$ cat config.mk
export PLATFORM = sky130hd
export DESIGN_NAME = spram_ctrl
export DESIGN_NICKNAME = d
export VERILOG_FILES = /design/src/rtl/spram_ctrl.sv
export SDC_FILE = /design/constraint.sdc
export NUM_CORES = 1
export LEC_CHECK = 0
export CORE_ASPECT_RATIO = 1.2
export CORE_MARGIN = 2
export CORE_UTILIZATION = 39
export DETAILED_ROUTE_END_ITERATION = 8
export PLACE_DENSITY = 0.8
export SYNTH_ARGS = -nofsm -noshare
export SYNTH_HDL_FRONTEND = slang
export SYNTH_SLANG_ARGS = --single-unit
$ cat constraint.sdc
create_clock -name CLK -period 1.6 [get_ports CLK]
set_input_delay 0.16 -clock CLK [delete_from_list [all_inputs] [get_ports CLK]]
set_output_delay 0.16 -clock CLK [all_outputs]
set_load 0.1 [all_outputs]
$ cat src/rtl/spram_ctrl.sv
// spram_ctrl: request/response front end and power sequencer for one 16K x 16
// single-port SPRAM macro. It is the only logic driving the macro pins.
//
// Ports:
//   CLK, RST_N           shared clock, asynchronous active-low reset
//   req_valid/req_ready  single-word request handshake (accept on valid && ready)
//   req_we               1 = write, 0 = read
//   req_addr             word address (ADDR_W bits)
//   req_wdata, req_be    write data and byte enables (bit0 -> [7:0], bit1 -> [15:8])
//   rsp_valid, rsp_rdata read response, two cycles after the read is accepted
//   sleep_req            level request for deep sleep
//   pwr_state            0 ACTIVE, 1 LIGHT, 2 DEEP, 3 WAKE
//   ram_*                registered SPRAM pins; ram_q is the macro read data
//
// Optional feature macro: SPRAM_PWR_OFF_EN
//   When defined, DEEP uses shutdown (ram_sd) instead of deep sleep (ram_ds),
//   losing contents, and WAKE lasts two extra cycles to cover power-up.
//   When undefined, ram_sd is tied to 0 and contents are retained in DEEP.

module spram_ctrl #(
  parameter int ADDR_W      = 14,
  parameter int IDLE_CYCLES = 64,
  parameter int WAKE_CYCLES = 2
) (
  input  logic              CLK,
  input  logic              RST_N,
  input  logic              req_valid,
  output logic              req_ready,
  input  logic              req_we,
  input  logic [ADDR_W-1:0] req_addr,
  input  logic [15:0]       req_wdata,
  input  logic [1:0]        req_be,
  output logic              rsp_valid,
  output logic [15:0]       rsp_rdata,
  input  logic              sleep_req,
  output logic [1:0]        pwr_state,
  output logic [ADDR_W-1:0] ram_adr,
  output logic [15:0]       ram_d,
  output logic [15:0]       ram_wem,
  output logic              ram_we,
  output logic              ram_me,
  output logic              ram_ls,
  output logic              ram_ds,
  output logic              ram_sd,
  input  logic [15:0]       ram_q
);

  typedef enum logic [1:0] {
    ST_ACTIVE = 2'd0,
    ST_LIGHT  = 2'd1,
    ST_DEEP   = 2'd2,
    ST_WAKE   = 2'd3
  } pwr_state_t;

`ifdef SPRAM_PWR_OFF_EN
  localparam int WAKE_LEN = WAKE_CYCLES + 2;
`else
  localparam int WAKE_LEN = WAKE_CYCLES;
`endif

  localparam int IDLE_W = (IDLE_CYCLES > 0) ? $clog2(IDLE_CYCLES + 1) : 1;
  localparam int WAKE_W = $clog2(WAKE_LEN + 1);
  localparam logic [IDLE_W-1:0] IDLE_MAX  = IDLE_W'(IDLE_CYCLES);
  localparam logic [IDLE_W-1:0] IDLE_LAST = IDLE_W'((IDLE_CYCLES > 0) ? IDLE_CYCLES - 1 : 0);
  localparam logic [WAKE_W-1:0] WAKE_LAST = WAKE_W'(WAKE_LEN - 1);

  pwr_state_t        state;
  pwr_state_t        state_nxt;
  logic [IDLE_W-1:0] idle_cnt;
  logic [WAKE_W-1:0] wake_cnt;
  logic              rd_pend;
  logic              accept;

  assign req_ready = (state == ST_ACTIVE) && !sleep_req;
  assign accept    = req_valid && req_ready;
  assign pwr_state = state;
  assign rsp_rdata = ram_q;

  // Next-state logic. Deep sleep wins over light sleep, and neither is taken
  // while the macro is still busy with an access issued on the previous edge.
  always_comb begin
    state_nxt = state;
    case (state)
      ST_ACTIVE: begin
        if (sleep_req && !ram_me)
          state_nxt = ST_DEEP;
        else if ((IDLE_CYCLES != 0) && (idle_cnt == IDLE_LAST) && !accept && !ram_me)
          state_nxt = ST_LIGHT;
      end
      ST_LIGHT: begin
        if (sleep_req)
          state_nxt = ST_DEEP;
        else if (req_valid)
          state_nxt = ST_WAKE;
      end
      ST_DEEP: begin
        if (!sleep_req)
          state_nxt = ST_WAKE;
      end
      ST_WAKE: begin
        if (wake_cnt == WAKE_LAST)
          state_nxt = ST_ACTIVE;
      end
      default: state_nxt = ST_ACTIVE;
    endcase
  end

  // State register plus idle and wake counters. Both counters sit at zero
  // outside their own state, so they start from zero on every entry.
  always_ff @(posedge CLK or negedge RST_N) begin
    if (!RST_N) begin
      state    <= ST_ACTIVE;
      idle_cnt <= '0;
      wake_cnt <= '0;
    end else begin
      state <= state_nxt;
      if (accept || (state != ST_ACTIVE))
        idle_cnt <= '0;
      else if (idle_cnt != IDLE_MAX)
        idle_cnt <= idle_cnt + 1'b1;
      if (state != ST_WAKE)
        wake_cnt <= '0;
      else if (wake_cnt != WAKE_LAST)
        wake_cnt <= wake_cnt + 1'b1;
    end
  end

  // Macro pins. Address, data and mask only load on an accept so they stay
  // quiet between accesses; enables pulse for exactly one cycle per request.
  // A read marks rd_pend while the macro samples, then rsp_valid follows.
  always_ff @(posedge CLK or negedge RST_N) begin
    if (!RST_N) begin
      ram_me    <= 1'b0;
      ram_we    <= 1'b0;
      ram_adr   <= '0;
      ram_d     <= '0;
      ram_wem   <= '0;
      rd_pend   <= 1'b0;
      rsp_valid <= 1'b0;
    end else begin
      ram_me    <= accept;
      ram_we    <= accept && req_we;
      rd_pend   <= accept && !req_we;
      rsp_valid <= rd_pend;
      if (accept) begin
        ram_adr <= req_addr;
        ram_d   <= req_wdata;
        ram_wem <= req_we ? {{8{req_be[1]}}, {8{req_be[0]}}} : 16'h0000;
      end
    end
  end

  // Power pins follow the next state so they switch on the same edge as
  // pwr_state.
`ifdef SPRAM_PWR_OFF_EN
  always_ff @(posedge CLK or negedge RST_N) begin
    if (!RST_N) begin
      ram_ls <= 1'b0;
      ram_ds <= 1'b0;
      ram_sd <= 1'b0;
    end else begin
      ram_ls <= (state_nxt == ST_LIGHT);
      ram_ds <= 1'b0;
      ram_sd <= (state_nxt == ST_DEEP);
    end
  end
`else
  always_ff @(posedge CLK or negedge RST_N) begin
    if (!RST_N) begin
      ram_ls <= 1'b0;
      ram_ds <= 1'b0;
    end else begin
      ram_ls <= (state_nxt == ST_LIGHT);
      ram_ds <= (state_nxt == ST_DEEP);
    end
  end

  assign ram_sd = 1'b0;
`endif

endmodule

# After elaboration in Yosys (flattened, before gate mapping)
# Cells that the tools add are included.
[word_totals] register_bits=63 in_bits=53 output_inout_bits=71 elab_cells=52
[op_classes] add_sub_neg=2 eq_ne=10 muxes=12 n_reduce_logical=16
[ops] cell="16-bit 2-to-1 mux" count=1
[ops] cell="2-bit 2-to-1 mux" count=8
[ops] cell="7-bit 2-to-1 mux" count=2
[ops] cell="2-bit one-hot mux with 4 select lines" count=1
[ops] cell="7-bit by 1-bit adder with 7-bit output (second input constant)" count=1
[ops] cell="7-bit by 6-bit == test with 1-bit output (second input constant)" count=1
[ops] cell="1-bit logical AND" count=7
[ops] cell="7-bit != test (second input constant)" count=1
[ops] cell="2-bit by 1-bit == test with 1-bit output (second input constant)" count=3
[ops] cell="2-bit == test (second input constant)" count=3
[ops] cell="2-bit nonzero test" count=3
[ops] cell="1-bit zero test" count=4
[ops] cell="2-bit by 1-bit adder with 2-bit output (second input constant)" count=1
[ops] cell="2-bit zero test" count=1
[ops] cell="2-bit by 1-bit != test with 1-bit output (second input constant)" count=1
[ops] cell="2-bit != test (second input constant)" count=1
[ops] cell="1-bit logical OR" count=1

# Longest topological paths before layout
# Gate-level depths: netlist of run 1.
[depth] word_depth=10 mapped_depth=6 depth_no_buf=6

# Worst setup path before layout of run 1
# OpenSTA, ideal clock, no wires.
[synth_timing] path_kind="reg-to-reg" start="register state[1], in the netlist pwr_state[1]" end="register ram_adr[10]" setup_ns=0.126 arrival_time_ns=3.094 required_ns=1.474 slack_ns=-1.620 path_stages_with_launch=6 path_buffers=2 period_less_slack_ns=3.220 cell_sequence="dfrtp_1 nor3_2 and2_4 buf_12 buf_12 mux2_4"
[synth_between] elab_chain_cells=3
[synth_rtl] item="start, declared" line_no="67" source="pwr_state_t state;"
[synth_rtl] item="start signal, assigned" line_no="116" source="state <= state_nxt;"
[synth_rtl] item="2-bit zero test" line_no="74" source="assign req_ready = (state == ST_ACTIVE) && !sleep_req;"
[synth_rtl] item="1-bit logical AND" line_no="74"
[synth_rtl] item="named net req_ready" line_no="28" source="output logic req_ready,"
[synth_rtl] item="1-bit logical AND" line_no="75" source="assign accept = req_valid && req_ready;"
[synth_rtl] item="end signal, assigned" line_no="146" source="ram_adr <= req_addr;"
[synth_rtl] item="end, declared" line_no="37" source="output logic [ADDR_W-1:0] ram_adr,"
# The timed path passes the listed nets, and every way through them passes these cells.
# A chain may end at the register's enable or synchronous reset.

# Worst setup path in the final report of run 1
[layout_timing] start="register state[0], in the netlist pwr_state[0]" end="register ram_d[10]"
[layout_between] elab_chain_cells=3
[layout_rtl] item="2-bit zero test" line_no="74"
[layout_rtl] item="1-bit logical AND" line_no="74"
[layout_rtl] item="1-bit logical AND" line_no="75"
[layout_rtl] item="end signal, assigned" line_no="147" source="ram_d <= req_wdata;"
[layout_rtl] item="end, declared" line_no="38" source="output logic [15:0] ram_d,"
# No other way between the ends.

==> results of run 1 <==
-- cells by family (layout without fill, tap and decap cells) --
group | Yosys count | count (layout)
AO/OA/AOI/OAI | 11 | 11
XOR/XNOR | 5 | 5
adder cells (fa/ha/maj) | 3 | 3
buffers and inverters | 42 | 119
flip-flops | 49 | 49
multiplexers | 31 | 31
other | 1 | 1
AND/OR/NAND/NOR | 34 | 34
-- cell type report --
class	count	area share, %
Timing Repair Buffer	104	41.4
Clock inverter	1	0.197
Sequential cell	49	32.2
Clock buffer	7	2.00
Multi-Input combinational cell	85	20.9
Tap cell	80	2.62
Inverter	7	0.688
-- cell usage in the layout (no fill, tap or decap), drive strengths merged, types with 2 or more instances in the layout --
master / count
ha: 3
nor2: 10
nand2: 5
and3: 2
a21oi: 4
dfrtp: 49
o21ai: 4
nor2b: 3
clkdlybuf4s50: 35
nand3: 6
nand2b: 2
xor2: 4
mux2: 30
clkbuf: 7
buf: 68
inv: 7
-- routing by layer --
layer / part of all wire [%] / track usage (%)
met5: 0 / 0
met4: 0.94 / 3.90
met3: 7.8 / 5.47
met2: 52 / 27.0
met1: 39 / 20.4
-- worst max-delay path, stage by stage (launching register included) --
cell and delay, ps:
dfrtp_4 490, nor3_4 170, and2_4 220, buf_12 170
mux2_2 340
-- metrics by stage --
| stage | cells | hold slack (ps) |
|---|---|---|
| 3_3_place_gp | 324 | 108 |
| 5_1_grt | 333 | 320 |
| 6_report | 333 | 320 |
| 3_5_place_dp | 324 | 114 |
| 4_1_cts | 333 | 321 |
| 2_1_floorplan | 176 | -136 |
-- how the worst max path moves through the flow --
stage	from	end	slack [ps]	cells past startpoint
2_1_floorplan	pwr_state[0]	ram_adr[10]	-860	5
3_3_place_gp	sleep_req	ram_d[10]	-80	5
3_5_place_dp	sleep_req	ram_d[10]	-120	5
4_1_cts	pwr_state[0]	ram_d[10]	70	4
5_1_grt	idle_cnt[0]	ram_ls	-30	4
6_report	pwr_state[0]	ram_d[10]	80	4
-- state kept, by name, summed over array words and instances, names as in the netlist --
signal     count
ram_adr       14
pwr_state      2
ram_me         1
ram_ds         1
ram_ls         1
ram_d         16
wake_cnt       2
ram_we         1
idle_cnt       7
ram_wem        2
rd_pend        1
rsp_valid      1
-- cell usage after synthesis, types with 4 or more instances --
| cell | n |
|---|---|
| xor2_1 | 4 |
| dfrtp_1 | 49 |
| nor2_1 | 10 |
| nand3_1 | 6 |
| mux2_4 | 24 |
| mux2_2 | 6 |
| buf_4 | 31 |
| nand2_1 | 5 |
| a21oi_1 | 4 |
| inv_1 | 7 |
-- timing repair --
item,in CTS,in global routing
setup endpoints to repair,0,1
hold endpoints to repair,14,0
hold buffers,1,0
resized for setup,0,1
==> impl_metrics.yaml, run 1 <==
final_layout:
  n_fill_cell: 401
  nNetsFinal: 308
  final_design_area_no_fill_um2: 3820
  num_antenna_cells: 0
  layout-area-overhead-vs-synth_pct: 64.0
  postLayoutCoreUtil_pct: 67.0
  multiInputGateArea_um2: 797
  sequential_cell_area_um2: 1230
  post_route_cells_drive_above_1_share_pct: 43.9
global_routing:
  grt_first_pass_wirelength_um: 8070
  antenna_found_initial: 0
  grt.overflow.total: 0
  grtUsageTotal_pct: 16.3
  first_global_vias: 1535
  largest_net_degree_at_the_start_of_global_routing: 26
synthesis:
  synthArstFlopShare_pct: 100
  ys_top_cells_by_area: "dfrtp_1 (53%), mux2_4 (15%), buf_4 (10%)"
  synth_xor_xnor_area_share_pct: 1.88
  synth_seq_cells: 49
  ys_seq_area_share_pct: 52.6
  syn_avg_cell_area_um2: 13.2
  synth.yosys.warnings: 0
  yosys.area_share.simple_pct: 7.57
  mappedNetlistNets: 232
  post_synth_inst_count: 176
  synth_enable_flop_cells: 0
  synth_adder_area_share_pct: 1.61
  mappedNetlistArea_um2: 2330
  compound_cell_area_share_of_the_yosys_netlist_pct: 3.01
  share_of_synthesized_area_spent_on_multiplexers_pct: 18.8
  netlist.top_cell.by_area: "dfrtp_1"
  combinational_family_with_the_most_area_after_synthesis: "multiplexers"
  netlist-cell-type-count: 30
  yosys.area.top_type_share_pct: 52.6
  synth_flop_cell: "dfrtp_1"
cts:
  cts_tree: "done"
  cts.htree.levels: 2
  clock-sinks: 49
  clk_pin_slew_ps: 90
  clock_buffers_created_by_tritoncts: 5
  postCtsSetupRepairBufs: 0
  cts-root-to-sink-buffers: 2
  clk_latency_ps: 300
  clock_root_buffer: "clkbuf_8"
floorplanning:
  fp.dieW_um: 74.6
  ios: 124
  core.rowCount: 30
  die_height_um: 88.7
  core_area_um2: 5710
  design.die.area_um2: 6610
  starting_density_of_the_core_pct: 40.8
routing:
  detail_route.vias_per_cell: 4.52
  postRouteAntennaNets: 0
  wl_per_cell_um: 15.7
  drc: 0
  drt-total-wl_um: 5230
  detailedRoute.firstIterationViolations: 36
  dr.pass1.iters: 4
  via_count: 1506
sta:
  final_hold_viol_count: 0
  layout_setup_ws_ps: 79.5
  fmaxAchievable_mhz: 658
  timing.final.crit_period_ps: 1520
  worst_clock_skew_ps: 4.28
  fin_crit_sh_pct: 95.0
  totalNegativeSetupSlack_ps: 0
  setup_viol: 0
  timing.final.max_slew_violations: 0
place:
  post_dp_cell_area_um2: 3710
  place_ws_ps: -116
  globalplace.congestion: 0.765
  dp_hpwl_um: 4120
  place.port_buffers: 90
critical_path:
  path_class: "reg -> reg"
  critPathRequiredTime_ps: 1790
  worstRegToRegCells: 4
  crit_reg_reg_endpoint: "ram_d[10]"
  regToRegStartpoint: "pwr_state[0]"
  crit_fanout: 15
  regToRegSetupSlack_ps: 80
  worstSetupStartpointType: "flop"
  worstSetupEndpointType: "flop"
  arrival_ps: 1710
hold_path:
  hold-path-endpoint: "rsp_rdata[13]"
  hold_path.class: "in -> out"
  hold_start: "ram_q[13]"
  min_delay_path_depth: 0
job:
  drv.max_cap_violation_count: 0
outcome:
  outcome: "completed"
Power of run 1 is not shown: default switching activity piles up to over one toggle a cycle in this logic, so the estimate is an artifact.
==> run 2, diff against run 1 <==
- CORE_MARGIN: 2 -> 10
- CORE_UTILIZATION: 39 -> 40
- CTS_BUF_LIST: default -> sky130_fd_sc_hd__clkbuf_8
- HOLD_SLACK_MARGIN: default -> 0.12
- PLACE_DENSITY: 0.8 -> 0.82
==> run 2 against run 1 <==
Net effect: cell count shrank 0.60%; critical path depth is the same; die area rose by 41%; clock skew barely moved; utilization about the same; fmax increased by 1.6%; via count rose by 0.46%; critical path type unchanged; largest cell class unchanged.
==> impl_metrics.yaml, run 2 (same netlist as run 1, synthesis figures left out) <==
cts:
  clk_latency_ps: 290
  cts_tree: "done"
  postCtsSetupRepairBufs: 0
  clock_root_buffer: "clkbuf_8"
  clk_pin_slew_ps: 80
  clock-sinks: 49
  cts-root-to-sink-buffers: 2
  clock_buffers_created_by_tritoncts: 5
  cts.htree.levels: 2
critical_path:
  critical_path.cell_chain: "ha_1, nand3_1, o41ai_2, nor2b_1"
  regToRegStartpoint: "idle_cnt[0]"
  cp_slowest_stage_delay_ps: 420
  critPathBufInv: 0
  worstSetupStartpointType: "flop"
  worstSetupEndpointType: "flop"
  path_class: "reg -> reg"
  crit_slowest_cell: "dfrtp_1"
  arrival_ps: 1720
  timing.critical_path.from: "idle_cnt[0]"
  critPathTopFamily: "flip-flops"
  crit_fanout: 4
  critPathRequiredTime_ps: 1820
final_layout:
  n_fill_cell: 388
  flip_flop_count_of_the_largest_register_after_layout: 16
  final_common_cell: "buf_12"
  post_route_cells_drive_above_1_share_pct: 43.8
  nNetsFinal: 307
  reg.largest.list: "ram_d x16, ram_adr x14, idle_cnt x7"
  largest-register: "ram_d"
  layout-area-overhead-vs-synth_pct: 62.9
  final_cell_count_no_fill: 331
  num_antenna_cells: 0
  final_cell_mix: "buf_12 (57), dfrtp_1 (47), clkdlybuf4s50_1 (35)"
routing:
  via_count: 1513
  drc: 0
  wl_per_cell_um: 17.6
  dr.pass1.iters: 4
  postRouteAntennaNets: 0
  drt-total-wl_um: 5840
  detailedRoute.firstIterationViolations: 38
  detail_route.vias_per_cell: 4.57
hold_path:
  hold_start: "ram_q[1]"
  hold_path.class: "in -> out"
outcome:
  outcome: "completed"
place:
  globalplace.congestion: 0.789
  place.port_buffers: 90
  dp_hpwl_um: 4820
  placed_cells_incl_taps: 323
  place_ws_ps: -84.5
sta:
  layout_setup_ws_ps: 103
  worst_slew_pin_slew_ps: 706
  rsz0062_at_grt: "no"
  fmaxAchievable_mhz: 668
  worst_clock_skew_ps: 4.03
  totalNegativeSetupSlack_ps: 0
  setup_viol: 0
  timing.final.max_slew_violations: 0
  finalHoldWorstSlack_ps: 320
  final_hold_viol_count: 0
  fin_crit_sh_pct: 93.5
  relSlewSlack_pct: 53.0
  timing.final.crit_period_ps: 1500
floorplanning:
  ios: 124
  die_height_um: 104
  fp.dieW_um: 89.7
  design.die.area_um2: 9290
  core.rowCount: 30
  core_area_um2: 5670
  starting_density_of_the_core_pct: 41.1
job:
  drv.max_cap_violation_count: 0
global_routing:
  grtUsageTotal_pct: 12.6
  antenna_found_initial: 0
  grt.overflow.total: 0
  grt_first_pass_wirelength_um: 9110
  largest_net_degree_at_the_start_of_global_routing: 31
  first_global_vias: 1616
run 2: changes by cell type in the layout (fill, tap and decap cells not counted), sizes merged:
cell / delta
buf: -1
clkinv: +1
clkinvlp: -1
inv: +1
clkbuf: -2
run 2: worst paths after layout:
check,to,slack [ps],depth (start not counted)
max reg2reg,ram_ls,100,4
min in group asynchronous,ram_adr[10],480,2
min,rsp_rdata[1],320,0
min reg2reg,rsp_valid,360,0
max in group asynchronous,ram_adr[7],560,3
max,ram_ls,100,4
run 2: per-layer routing:
metal  GRT usage (%)  routed length [um]  vias to the layer above
met5               0                   0                        -
met4            3.53                  86                        0
met3            5.02                 543                       11
met2            20.8                2870                       67
met1            14.5                2340                      733
li1                -                   -                      702
run 2: final cells by class:
| type | instances | area, um^2 | share of cell area [%] |
|---|---|---|---|
| Timing Repair Buffer | 103 | 1570 | 41.5 |
| Tap cell | 80 | 100 | 2.64 |
| Clock buffer | 5 | 68.8 | 1.81 |
| Inverter | 7 | 26.3 | 0.692 |
| Clock inverter | 2 | 8.76 | 0.231 |
| Sequential cell | 49 | 1230 | 32.4 |
| Multi-Input combinational cell | 85 | 786 | 20.7 |
run 2: what timing repair did:
item | in CTS | in global routing
resized for setup | 0 | 0
endpoints found under the hold margin | 29 | 0
hold buffers | 1 | 0
run 2: stage by stage:
| step | utilization, % | area [um^2] |
|---|---|---|
| after floorplan | - | 2350 |
| after global placement | 65.4 | 3710 |
| after detailed placement | 65.4 | 3710 |
| after CTS | 67.0 | 3790 |
| after global routing | 67.0 | 3790 |
| final | 67.0 | 3790 |
Power of run 2 is left out for the same reason.
==> run 3, diff against run 2 <==
- CAP_MARGIN: default -> 30
- REMOVE_ABC_BUFFERS: default -> 1
==> run 3 against run 2 <==
Net effect: critical path depth is the same; utilization rose by 0.088 points; via count increased by 2.0%; sequential cell count unchanged; non-clock buffer count unchanged; count of clock-buffer cells in the layout is the same; clock skew rose by 4.4 ps; first-iteration DRC count increased by 68%; wire length grew 5.6%; worst hold slack lost 32 ps; fmax is 0.65% higher; global-route usage increased by 1.0 points; largest cell class unchanged; highest routed layer unchanged.
==> impl_metrics.yaml, run 3 (same netlist as run 1, synthesis figures left out) <==
cts:
  clock_buffers_created_by_tritoncts: 5
  clk_pin_slew_ps: 90
  cts_tree: "done"
  cts.htree.levels: 2
  clk_latency_ps: 300
  clock_root_buffer: "clkbuf_8"
  clock-sinks: 49
  cts-root-to-sink-buffers: 2
final_layout:
  nNetsFinal: 307
  num_antenna_cells: 0
  sequential_cell_area_um2: 1230
  largest-register: "ram_d"
  post_route_cells_drive_above_1_share_pct: 43.3
  layout-area-overhead-vs-synth_pct: 63.1
  flip_flop_count_of_the_largest_register_after_layout: 16
  multiInputGateArea_um2: 787
  reg.largest.list: "ram_d x16, ram_adr x14, idle_cnt x7"
  final_common_cell: "buf_12"
  n_fill_cell: 393
  final_cell_mix: "buf_12 (57), dfrtp_1 (49), clkdlybuf4s50_1 (35)"
sta:
  timing.final.crit_period_ps: 1490
  fin_crit_sh_pct: 92.9
  totalNegativeSetupSlack_ps: 0
  fmaxAchievable_mhz: 673
  timing.final.max_slew_violations: 0
  worst_clock_skew_ps: 8.40
  setup_viol: 0
  final_hold_viol_count: 0
  rsz0062_at_grt: "no"
critical_path:
  worstSetupEndpointType: "flop"
  critical_path.cell_chain: "ha_1, nand3_1, o41ai_4, nor2b_1"
  crit_fanout: 4
  crit_reg_reg_endpoint: "ram_ls"
  path_class: "reg -> reg"
  critPathRequiredTime_ps: 1830
  cp_slowest_stage_delay_ps: 420
  critPathTopFamily: "flip-flops"
  worstSetupStartpointType: "flop"
  regToRegStartpoint: "idle_cnt[0]"
  critPathBufInv: 0
  arrival_ps: 1710
  regToRegSetupSlack_ps: 110
  crit_slowest_cell: "dfrtp_1"
  worstRegToRegCells: 4
floorplanning:
  fp.dieW_um: 89.7
  die_height_um: 104
  starting_density_of_the_core_pct: 41.1
  design.die.area_um2: 9290
  core_area_um2: 5670
  ios: 124
  core.rowCount: 30
global_routing:
  antenna_found_initial: 0
  grt_first_pass_wirelength_um: 9850
  grtUsageTotal_pct: 13.6
  largest_net_degree_at_the_start_of_global_routing: 24
  first_global_vias: 1746
  grt.overflow.total: 0
routing:
  top_signal_layer_used: "met4"
  routed-wl-met3_um: 785
  drt-total-wl_um: 6170
  postRouteAntennaNets: 0
  detail_route.vias_per_cell: 4.65
  dr.pass1.iters: 4
  wl_per_cell_um: 18.6
  detailedRoute.firstIterationViolations: 64
  drt-met1-wl_um: 2160
  met2WireLength_um: 3160
  via_count: 1544
  drc: 0
place:
  globalplace.congestion: 0.813
  place.port_buffers: 90
  dp_hpwl_um: 5060
job:
  drv.max_cap_violation_count: 0
outcome:
  outcome: "completed"
hold_path:
  hold_path.class: "in -> async"
-- run 3: changes by cell type in the layout (fill, tap and decap cells not counted), sizes merged --
cell	previous run	this run
clkinv	1	2
clkinvlp	0	1
inv	8	7
-- run 3: final cells by class --
type / count / share of cell area, %
clock buffers: 5 / 1.81
clock inverters: 3 / 0.461
inverters: 7 / 0.691
multi-input cells: 85 / 20.7
flip-flops and latches: 49 / 32.3
well taps: 80 / 2.63
repair buffers: 103 / 41.4
-- run 3: through the flow --
step / hold slack [ps] / cells / util (%) / instance area [um^2] / setup WS (ps)
finish: 288 / 332 / 67.0 / 3800 / 113
global route: 321 / 332 / 67.0 / 3800 / 12.5
CTS: 284 / 332 / 66.7 / 3780 / 68.4
detailed placement: 75.6 / 323 / 65.0 / 3690 / -31.5
global placement: 75.9 / 323 / 65.0 / 3690 / 0.286
floorplan: -136 / 141 / - / 2020 / -3910
-- run 3: metal layers --
layer	up-vias	GRT usage, %
met4	0	3.42
met5	-	0
met2	83	21.6
li1	700	-
met3	8	7.60
met1	753	15.3
-- run 3: worst max path at each step --
stage               cells after the start          end  slack [ps]   startpoint
floorplan                               2  ram_wem[14]       -3910  ram_wem[14]
CTS                                     4       ram_ls          70  idle_cnt[0]
finish                                  4       ram_ls         110  idle_cnt[0]
global route                            4       ram_ls          10  idle_cnt[0]
global placement                        5    ram_d[12]         0.3    sleep_req
detailed placement                      6       ram_ls         -30    sleep_req
-- run 3: timing repair --
| item | 4_1_cts | 5_1_grt |
|---|---|---|
| hold buffers | 1 | 0 |
| hold endpoints to repair | 49 | 0 |
| setup buffers | 0 | 0 |
| endpoints found under the setup margin | 0 | 1 |
| gates resized for setup | 0 | 2 |
-- run 3: worst reg2reg max path: stages, from the launching register on --
cell and delay (ps):
dfrtp_1 420, ha_1 230, nand3_1 190, o41ai_4 400, nor2b_1 190
Power of run 3 is left out for the same reason.
